## config.mk

```make
export PLATFORM = sky130hd
export DESIGN_NAME = lsu_mem_ctrl
export DESIGN_NICKNAME = d
export VERILOG_FILES = /design/src/rtl/lsu_mem_ctrl.sv
export SDC_FILE = /design/constraint.sdc
export NUM_CORES = 1
export LEC_CHECK = 0
export ABC_AREA = 0
export CORE_MARGIN = 10
export CORE_UTILIZATION = 40
export CTS_CLUSTER_DIAMETER = 40
export CTS_CLUSTER_SIZE = 30
export DETAILED_ROUTE_END_ITERATION = 16
export PLACE_DENSITY = 0.73
export SYNTH_ARGS = -nofsm -noshare
export SYNTH_HDL_FRONTEND = slang
export SYNTH_SLANG_ARGS = --single-unit
export TNS_END_PERCENT = 5
```

## constraint.sdc

```tcl
create_clock -name clk -period 13.1 [get_ports clk]
set_input_delay 3.93 -clock clk [delete_from_list [all_inputs] [get_ports clk]]
set_output_delay 3.93 -clock clk [all_outputs]
set_load 0.05 [all_outputs]
```

## src/rtl/lsu_mem_ctrl.sv

```systemverilog
// Single-access LSU-to-data-memory sequencer.
// It checks alignment, steers byte lanes, stalls ID/EX while an access is outstanding,
// and extends load results for writeback.
module lsu_mem_ctrl #(
    parameter int MAX_WAIT = 255
) (
    input  logic        clk,
    input  logic        rst,
    input  logic        is_nop_in,
    input  logic        is_load_in,
    input  logic        zero_ext_in,
    input  logic [1:0]  size_in,
    input  logic [31:0] addr_in,
    input  logic [31:0] wdata_in,
    input  logic [4:0]  rd_in,
    output logic        stall_out,
    output logic        mem_req,
    output logic        mem_we,
    output logic [31:0] mem_addr,
    output logic [3:0]  mem_be,
    output logic [31:0] mem_wdata,
    input  logic        mem_ack,
    input  logic [31:0] mem_rdata,
    output logic        wb_valid,
    output logic [4:0]  wb_rd,
    output logic [31:0] wb_data,
    output logic        misalign_err,
    output logic        timeout_err
);

    localparam logic [7:0] MAX_W = 8'(MAX_WAIT);

    typedef enum logic [1:0] {
        IDLE = 2'd0,
        BUSY = 2'd1,
        DONE = 2'd2
    } state_t;

    state_t      state, state_nxt;
    logic [7:0]  wait_cnt;
    logic        op_load;
    logic        op_zext;
    logic [1:0]  op_size;
    logic [1:0]  op_lo;
    logic [4:0]  op_rd;

    logic        size_ok, align_ok, op_legal, op_illegal;
    logic        timeout_hit;
    logic [3:0]  be_nxt;
    logic [31:0] wdata_nxt;
    logic [31:0] rdata_sh;
    logic [31:0] load_ext;

    // Decode of the EX-slot op; only consulted in IDLE.
    always_comb begin
        size_ok  = (size_in != 2'b11);
        align_ok = 1'b1;
        if (size_in == 2'b01)
            align_ok = !addr_in[0];
        else if (size_in == 2'b10)
            align_ok = (addr_in[1:0] == 2'b00);
        op_legal   = !is_nop_in && size_ok && align_ok;
        op_illegal = !is_nop_in && !(size_ok && align_ok);
    end

    always_comb begin
        be_nxt    = 4'b1111;
        wdata_nxt = wdata_in;
        case (size_in)
            2'b00: begin
                be_nxt    = 4'b0001 << addr_in[1:0];
                wdata_nxt = {4{wdata_in[7:0]}};
            end
            2'b01: begin
                be_nxt    = addr_in[1] ? 4'b1100 : 4'b0011;
                wdata_nxt = {2{wdata_in[15:0]}};
            end
            default: begin
                be_nxt    = 4'b1111;
                wdata_nxt = wdata_in;
            end
        endcase
    end

    // Move the addressed lane down to bit 0, then extend to the access size.
    always_comb begin
        rdata_sh = mem_rdata >> {op_lo, 3'b000};
        load_ext = rdata_sh;
        case (op_size)
            2'b00:   load_ext = op_zext ? {24'h0, rdata_sh[7:0]}
                                        : {{24{rdata_sh[7]}}, rdata_sh[7:0]};
            2'b01:   load_ext = op_zext ? {16'h0, rdata_sh[15:0]}
                                        : {{16{rdata_sh[15]}}, rdata_sh[15:0]};
            default: load_ext = rdata_sh;
        endcase
    end

    assign timeout_hit = (wait_cnt == MAX_W - 8'd1);
    assign stall_out   = ((state == IDLE) && op_legal) || (state == BUSY);

    always_ff @(posedge clk or posedge rst) begin
        if (rst)
            state <= IDLE;
        else
            state <= state_nxt;
    end

    always_comb begin
        state_nxt = state;
        case (state)
            IDLE:    if (op_legal) state_nxt = BUSY;
            BUSY:    if (mem_ack || timeout_hit) state_nxt = DONE;
            DONE:    state_nxt = IDLE;
            default: state_nxt = IDLE;
        endcase
    end

    always_ff @(posedge clk or posedge rst) begin
        if (rst) begin
            mem_req      <= 1'b0;
            mem_we       <= 1'b0;
            mem_addr     <= 32'h0;
            mem_be       <= 4'h0;
            mem_wdata    <= 32'h0;
            wb_valid     <= 1'b0;
            wb_rd        <= 5'h0;
            wb_data      <= 32'h0;
            misalign_err <= 1'b0;
            timeout_err  <= 1'b0;
            wait_cnt     <= 8'h0;
            op_load      <= 1'b0;
            op_zext      <= 1'b0;
            op_size      <= 2'b00;
            op_lo        <= 2'b00;
            op_rd        <= 5'h0;
        end else begin
            misalign_err <= (state == IDLE) && op_illegal;
            timeout_err  <= 1'b0;
            wb_valid     <= 1'b0;
            case (state)
                IDLE: begin
                    if (op_legal) begin
                        mem_req   <= 1'b1;
                        mem_we    <= !is_load_in;
                        mem_addr  <= {addr_in[31:2], 2'b00};
                        mem_be    <= be_nxt;
                        mem_wdata <= wdata_nxt;
                        op_load   <= is_load_in;
                        op_zext   <= zero_ext_in;
                        op_size   <= size_in;
                        op_lo     <= addr_in[1:0];
                        op_rd     <= rd_in;
                        wait_cnt  <= 8'h0;
                    end
                end
                BUSY: begin
                    // Ack wins over a timeout landing on the same cycle.
                    if (mem_ack) begin
                        mem_req  <= 1'b0;
                        mem_we   <= 1'b0;
                        wb_valid <= op_load && (op_rd != 5'h0);
                        wb_rd    <= op_rd;
                        wb_data  <= load_ext;
                    end else if (timeout_hit) begin
                        mem_req     <= 1'b0;
                        mem_we      <= 1'b0;
                        timeout_err <= 1'b1;
                    end else begin
                        wait_cnt <= wait_cnt + 8'd1;
                    end
                end
                default: ;
            endcase
        end
    end

endmodule
```

==> run_results.csv <==
group,metric,value,unit
cells_and_area,syn2layout_area_growth,48.02,%
route,ant_nets,0,
critical_path,startpoint_type,"input port",
route,wl_per_cell,18.77,um
route,viasPerCell,5.242,
timing,fin_worst_skew,0.005794,ns
critical_path,max_stage_delay,0.87,ns
clocking,clock-root-buffer,"clkbuf_16",
critical_path,cpMostUsedCell,"clkdlybuf4s50_1",
timing,maxSlewHeadroom,23.85,%
critical_path,worstPathMaxFanout,20,
clocking,cts_buffers,17,
logic_synthesis,async_reset_ff_share,100.0,%
clocking,clockBufferDepth,2,
logic_synthesis,synth_area_leaders,"dfrtp_1 54%, nand2_1 12%, mux2i_1 6.7%",
grt,grt.met3_usage,9.254,%
timing,rsz0062_at_grt,"no",
outcome,status,"completed",
logic_synthesis,synth_top_cell_by_area,"dfrtp_1",
timing,finalSetupViolations,0,
clocking,clock_latency,0.41,ns
logic_synthesis,synth_cell_types,51,
floorplanning,rows,44,
logic_synthesis,avgSynthCellArea,9.463,um^2
pwr,ir_drop,0.1402,mV
logic_synthesis,ys.flop_type,"dfrtp_1",
timing,worst_slew_pin_slew,1.142,ns
placed_design,io_buffers,217,
logic_synthesis,yosys_warnings,0,
pwr,powerDensity,235.6,mW/mm^2
cells_and_area,fin_cells,1036,
clocking,cts_setup_buffers,0,
logic_synthesis,netlist_area,0.006018,mm^2
placed_design,placed_area,0.008265,mm^2
timing,max_freq,94.62,MHz
min_path,min-delay-path-class,"reg2reg",
grt,grt_util_all_layers,19.15,%
grt,grt_max_degree,103,
logic_synthesis,syn_inst,636,
critical_path,crit_type,"in2out",
clocking,clk_pin_slew,0.06,ns
critical_path,slowest_stage,"clkdlybuf4s50_1",
floorplanning,start_util,41.10,%
timing,fin_crit,10.57,ns
critical_path,worstPathCellList,"clkdlybuf4s50_1 -> o21ai_0 -> and2_1 -> a21oi_1 -> nor2_1 -> clkdlybuf4s50_1",
route,wl,19.45,mm
placed_design,place_hpwl,14.13,mm
critical_path,crit_path_end_kind,"primary output",
cells_and_area,final_common_cell,"clkdlybuf4s50_1",
route,drtIter0Drc,295,
cells_and_area,fillers,1249,
flow_run,cap_violations,0,
grt,busiest_layer,"met2",
grt,grt_pass1_wl,30.80,mm
cells_and_area,multi_input_area,0.002584,mm^2
placed_design,place_congestion,0.8281,
cells_and_area,final_cell_mix,"217 x clkdlybuf4s50_1, 197 x nand2_1, 129 x dfrtp_1",
grt,grt_antenna_before_repair,1,
critical_path,r2r-end,"wait_cnt[3]",
clocking,cts_max_level,4,
cells_and_area,seq_area,0.003228,mm^2
timing,period_share,80.68,%
critical_path,reg2reg_from,"state[1]",
route,vias,5431,
clocking,cts_hold_buf,0,
floorplanning,die_y,142.7,um
logic_synthesis,netlist.area_leader.share,53.64,%
clocking,post_cts_resized,0,
clocking,cts_tree,"built",
timing,finalHoldViolCount,0,
grt,use_met2,30.39,%
floorplanning,io_pins,220,
logic_synthesis,synth_edf_count,0,
critical_path,arrival,6.64,ns
timing,slew_violations,0,
placed_design,dp_cells,1003,
floorplanning,core,0.01464,mm^2
logic_synthesis,synth_seq_cells,129,
cells_and_area,drive_above_1_share,7.403,%
clocking,clkSinkCount,129,
grt,grt_pass1_vias,5727,
floorplanning,design.die.area,0.02035,mm^2
critical_path,cp-startpoint,"size_in[0]",
critical_path,ff2ff_path_depth,4,
grt,grt_use_met1,21.66,%
grt,overflow,0,
floorplanning,die_width,142.7,um
critical_path,required,9.17,ns
route,drcViolationCount,0,
cells_and_area,design_area,0.008909,mm^2
route,firstDrtPassIters,5,
logic_synthesis,synth.yosys.seq_area_share,53.64,%
timing,tns,0,ns
critical_path,critical_path.endpoint,"stall_out",
pwr,p_leak,3.991,nW
critical_path,r2r_slack,10.36,ns
cells_and_area,finalNetCount,949,
pwr,total_power,2.098,mW
cells_and_area,final_core_util,60.83,%
## flip-flops by register name, indices dropped and copies added (netlist names)
| register | count |
|---|---|
| mem_we | 1 |
| wb_rd | 5 |
| op_zext | 1 |
| mem_wdata | 32 |
| mem_req | 1 |
| wb_data | 32 |
| wait_cnt | 8 |
| timeout_err | 1 |
| op_size | 2 |
| state | 2 |
| op_load | 1 |
| mem_addr | 30 |
| op_rd | 5 |
| op_lo | 2 |
| wb_valid | 1 |
| mem_be | 4 |
| misalign_err | 1 |
## cell usage after synthesis (all sizes together), types with 3 or more instances
cell,number
a211oi,9
a21oi,27
a31oi,3
and2,18
buf,27
clkbuf,12
dfrtp,129
inv,5
mux2,8
mux2i,40
nand2,197
nand2b,7
nand3,7
nor2,42
nor2b,12
o21ai,42
o22a,16
## worst min path at each step
stage | startpoint | end | slack [ns] | cells after the start
final | mem_wdata[0] | mem_wdata[0] | 0.47 | 2
after global routing | mem_addr[17] | mem_addr[17] | 0.50 | 2
after CTS | mem_wdata[0] | mem_wdata[0] | 0.48 | 2
after detailed placement | mem_wdata[7] | mem_wdata[7] | 0.46 | 2
after global placement | mem_addr[14] | mem_addr[14] | 0.46 | 2
after floorplan | op_load | op_load | 0.45 | 2
## layout make-up
type	count	area share [%]
Antenna cell	1	0.02809
Clock buffer	26	6.166
Clock inverter	6	1.025
Inverter	5	0.2388
Multi-Input combinational cell	464	29.00
Sequential cell	129	36.24
Tap cell	184	2.584
Timing Repair Buffer	221	24.72
## metrics by stage
| step | hold WS (ns) | worst slack (ns) |
|---|---|---|
| finish | 0.4708 | 2.531 |
| global route | 0.4992 | 2.400 |
| CTS | 0.4766 | 2.555 |
| detailed placement | 0.4615 | 2.557 |
| global placement | 0.4568 | 2.675 |
| floorplan | 0.4460 | 3.967 |
## where the power goes
group | switching, mW | internal [mW] | leakage, nW | total, mW
Combinational | 0.644 | 0.336 | 2.09 | 0.980
Clock | 0.170 | 0.326 | 0.307 | 0.497
Sequential | 0.0911 | 0.530 | 1.59 | 0.621
Total | 0.906 | 1.19 | 3.99 | 2.10
## kinds of logic (layout without fill, tap and decap cells)
family	count (synthesis)	count (layout)	synth area share [%]
and+or+nand+nor	295	295	20.96
AOI/OAI and AO/OA	114	114	12.39
DFF	129	129	53.64
adders and majority gates	2	2	0.4157
xor gates and xnor gates	2	2	0.2911
other	1	3	0.06231
buffers and inverters	44	258	3.721
muxes	49	49	8.524
## critical path: cells and delay by family
family | cells | cell delay [ns]
and+or+nand+nor | 2 | 0.32
AOI/OAI and AO/OA | 2 | 0.70
buffers and inverters | 2 | 1.68
## per-layer routing
metal,share of wire (%),vias to the layer above,wire [um]
met5,0,-,0
met4,2.5,0,492
met3,11,37,2181
met2,47,237,9046
met1,40,2618,7725
li1,-,2539,-
No activity file was read; power rests on OpenSTA's default activity.
==> edit 1, RTL diff (config.mk and constraints unchanged) <==
Encoding of `state_t`: now one-hot (3 bits for 3 states).
--- a/src/rtl/lsu_mem_ctrl.sv
+++ b/src/rtl/lsu_mem_ctrl.sv
@@ -32,6 +32,6 @@
 
-    typedef enum logic [1:0] {
-        IDLE = 2'd0,
-        BUSY = 2'd1,
-        DONE = 2'd2
+    typedef enum logic [2:0] {
+        IDLE = 3'b001,
+        BUSY = 3'b010,
+        DONE = 3'b100
     } state_t;
Check against the original RTL: same outputs for any inputs over 4 cycles, from zero or initial values and one cycle with rst high; so few cycles prove little.
==> edit 1 against the unedited design <==
Clock skew grew 0.0017 ns. Final area shrank 0.52%. Fmax up 6.5%. Non-clock buffer count up 2. Sequential cell count grew 1. Routed wire length decreased by 4.7%. Setup slack improved by 0.64 ns. Power down 9.1%. Synthesized area is 0.29% higher. Synthesized cell count up 0.31%.
==> edit 1: results (changes against the unedited design) <==
- Run status: finished, final reports clean
- Worst-path fanout max: 34 (+70%)
- Placed inst area: 8310 um2 (+0.50%)
- Place WS: 3.21 ns (+0.653 ns)
- Via count: 5238 (-3.6%)
- Sequential share of cell area: 36.7% (+0.49 points)
- Setup Skew: 0.00746 ns (+0.00166 ns)
- Clock buffers: 27 (+3.8%)
- Seq cells: 130 (+0.78%)
- Layout cells sized above 1: 5.50% (-1.9 points)
- First-pass GRT wire length: 29900 um (-2.8%)
- Drt first pass iters: 4 (-1)
- Non-clock buffer share: 25.0% (+0.30 points)
- Largest net degree at the start of global routing: 102 (-0.97%)
- First-iteration detailed-routing DRC count: 335 (+14%)
- P_leak: 0.00402 uW (+0.74%)
- Tot GR Track Use: 18.5% (-0.69 points)
- Least-Margin Pin Slew: 1.07 ns (-0.0712 ns)
- Post-DP HPWL: 13700 um (-3.3%)
- Comb_multi_in: 463 (-0.22%)
- GRT met1 Usage: 21.1% (-0.51 points)
- Met3 Use GR: 6.43% (-2.8 points)
- Plain + repair buffers: 223 (+0.90%)
- Largest cells by area after synthesis: dfrtp_1, nand2_1, mux2i_1, o21ai_1, nor2_1
- NumNets Final: 952 (+0.32%)
- Met2 usage: 31.4% (+1.0 points)
- Top cells by count, synth: nand2_1, dfrtp_1, mux2i_1
- Seq/Total Area, Yosys: 53.9% (+0.28 points)
- Invs w/o clock: 6 (+1)
- CP max stage delay: 0.82 ns (-0.05 ns)
- PD cells: 215 nW/um2 (-8.6%)
## edit 1: cell count changes after synthesis, moves of 3 or more
cell,unedited run,this run
buf_1,1,4
o21ai_1,1,31
o22a_1,7,16
mux2_1,0,7
o21ai_0,40,9
mux2_2,8,1
o22a_2,9,0
nor2b_1,12,9
## edit 1: metrics by stage
stage | std cells | total power, uW
floorplan | 639 | 1150
global placement | 1006 | 1460
detailed placement | 1006 | 1480
CTS | 1038 | 1930
global route | 1039 | 2000
finish | 1039 | 1910
## edit 1: routing by layer
layer  vias to the layer above  wire, um
li1                       2559         -
met1                      2524      7370
met2                       143      9600
met3                        12      1350
met4                         0       204
met5                         -         0
## edit 1: worst paths after layout
check | start | to | slack, ns | cells past startpoint
hold reg to reg | mem_addr[9] | mem_addr[9] | 0.47 | 2
setup / recovery | size_in[1] | stall_out | 3.17 | 6
setup reg to reg | state[0] | wait_cnt[5] | 10.54 | 5
max in group asynchronous | rst | mem_be[1] | 7.84 | 3
min in group asynchronous | rst | mem_addr[8] | 3.96 | 2
hold / removal | mem_addr[9] | mem_addr[9] | 0.47 | 2
## edit 1: worst max-delay path, delay by kind of cell
family | cells | cell delay (ns)
AO/OA/AOI/OAI | 1 | 0.35
buffers and inverters | 3 | 1.48
AND/OR/NAND/NOR | 2 | 0.24
## edit 1: cell families after synthesis
kind of cell             synth area share (%)
adder cells (fa/ha/maj)                 0.415
AND/OR/NAND/NOR                          20.8
other                                  0.0621
flip-flops                               53.9
AO/OA/AOI/OAI                            12.3
multiplexers                             8.50
XOR/XNOR                                0.290
buffers and inverters                    3.67
## edit 1: where the power goes
group | total [uW] | switching [uW] | internal (uW)
logic | 873 | 573 | 299
clock network | 443 | 163 | 280
registers | 592 | 73.9 | 518
==> edit 2, RTL diff (config.mk and constraints unchanged) <==
Without the edit above. The parameter `MAX_WAIT` goes from 255 to 127.
--- a/src/rtl/lsu_mem_ctrl.sv
+++ b/src/rtl/lsu_mem_ctrl.sv
@@ -4,3 +4,3 @@
 module lsu_mem_ctrl #(
-    parameter int MAX_WAIT = 255
+    parameter int MAX_WAIT = 127
 ) (
Formal check against the unedited RTL: no difference found for any inputs over 4 cycles, from zero or initial values and one cycle with rst high; that may be too few to reach the edited logic, so the function may still have changed.
==> edit 2 against the unedited design <==
Power shrank 2.7%. Die area shrank 0.23%. Largest cell class unchanged. Hold slack lost 0.0013 ns. Clock power shrank 11%. Routed wire length shrank 1.2%. Final area shrank 1.3%. Critical path type unchanged. Synthesized area shrank 0.27%. Setup slack lost 0.058 ns. Sequential cell count is the same.
==> edit 2: results (changes against the unedited design) <==
- Run status: finished, final reports clean
- Comb_multi_in: 462 (-0.43%)
- NumNets Final: 947 (-0.21%)
- Setup Skew: 0.00920 ns (+0.00341 ns)
- Util after Layout: 60.1% (-0.78 points)
- Post-synthesis adder-cell area fraction: 0.417% (+0.0011 points)
- Port bufs: 217 (unchanged)
- Sequential Power Share: 30.3% (+0.7 points)
- Clock buffers: 23 (-12%)
- Synth Instances: 634 (-0.31%)
- Tot GR Track Use: 19.1% (-0.054 points)
- Routability cong.: 0.799 (-3.6%)
- Avg WL per Cell: 18.7 um (-0.61%)
- Seq cells: 129 (unchanged)
- Slew margin rel.: 26.4% (+2.6 points)
- Sequential share of cell area: 36.7% (+0.47 points)
- Non-clock buffer share: 25.0% (+0.32 points)
- Drt total wl: 19200 um (-1.2%)
- Post-synthesis xor/xnor area fraction: 0.292% (+0.00079 points)
- Seq/Total Area, Yosys: 53.8% (+0.15 points)
- Fill cell count: 1228 (-1.7%)
- Top cells by count, synth: nand2_1, dfrtp_1, o21ai_0
- Placed inst area: 8250 um2 (-0.20%)
- Largest cells by area after synthesis: dfrtp_1, nand2_1, mux2i_1, o21ai_0, nor2_1
- Post-DP HPWL: 14100 um (-0.26%)
- WP data arrival: 6.70 ns (+0.06 ns)
- Combined area of the multi-input logic cells: 2570 um2 (-0.63%)
- Synth Flop Type: dfrtp_1
- Mux cell area share after synthesis: 8.38% (-0.14 points)
- Avg Vias per Cell: 5.21 (-0.55%)
- Combinational share of power: 48.0% (+1.3 points)
- First-iteration detailed-routing DRC count: 404 (+37%)
- Switching Share: 44.1% (+0.89 points)
- Max clock buf depth: 2 (unchanged)
- R2R Setup Slk: 10.32 ns (-0.04 ns)
- P_leak: 0.00394 uW (-1.3%)
- Complex-gate fraction of the synthesized area: 12.6% (+0.18 points)
- Dpl cells: 1001 (-0.20%)
- Initial antenna violation count: 0 (-1)
- Clock buf/inv share: 6.20% (-0.99 points)
- Antenna Cells: 0 (-1)
- PnR worst setup slack: 2.47 ns (-0.0576 ns)
- Post-synthesis cell type count: 53 (+3.9%)
- Worst vdd ir: 0.108 mV (-23%)
- Regs by FF count: mem_wdata (32), wb_data (32), mem_addr (30)
- Layout cells sized above 1: 6.86% (-0.55 points)
- First-pass GRT wire length: 30500 um (-0.90%)
- Vias in the first global route: 5557 (-3.0%)
[edit 2: routing by layer]
metal	up-vias	wire (um)	global-route usage, %
met5	-	0	0
met4	0	413	7.27
met3	30	1960	8.38
met2	195	9280	30.5
met1	2622	7560	22.3
li1	2523	-	-
[edit 2: worst min-delay path by stage]
stage / start / to / slack, ns / depth (start not counted)
after global placement: mem_addr[28] / mem_addr[28] / 0.46 / 2
after floorplan: wait_cnt[7] / timeout_err / 0.43 / 1
after global routing: mem_addr[26] / mem_addr[26] / 0.49 / 2
after CTS: mem_addr[9] / mem_addr[9] / 0.48 / 2
final: wb_rd[3] / wb_rd[3] / 0.47 / 2
after detailed placement: wait_cnt[7] / timeout_err / 0.46 / 1
[edit 2: worst max-delay path, stage by stage]
cell and delay (ns):
clkdlybuf4s50_1 0.85, o21ai_0 0.59, and2_1 0.25, a21oi_1 0.08, nor2_1 0.12, clkdlybuf4s50_1 0.86
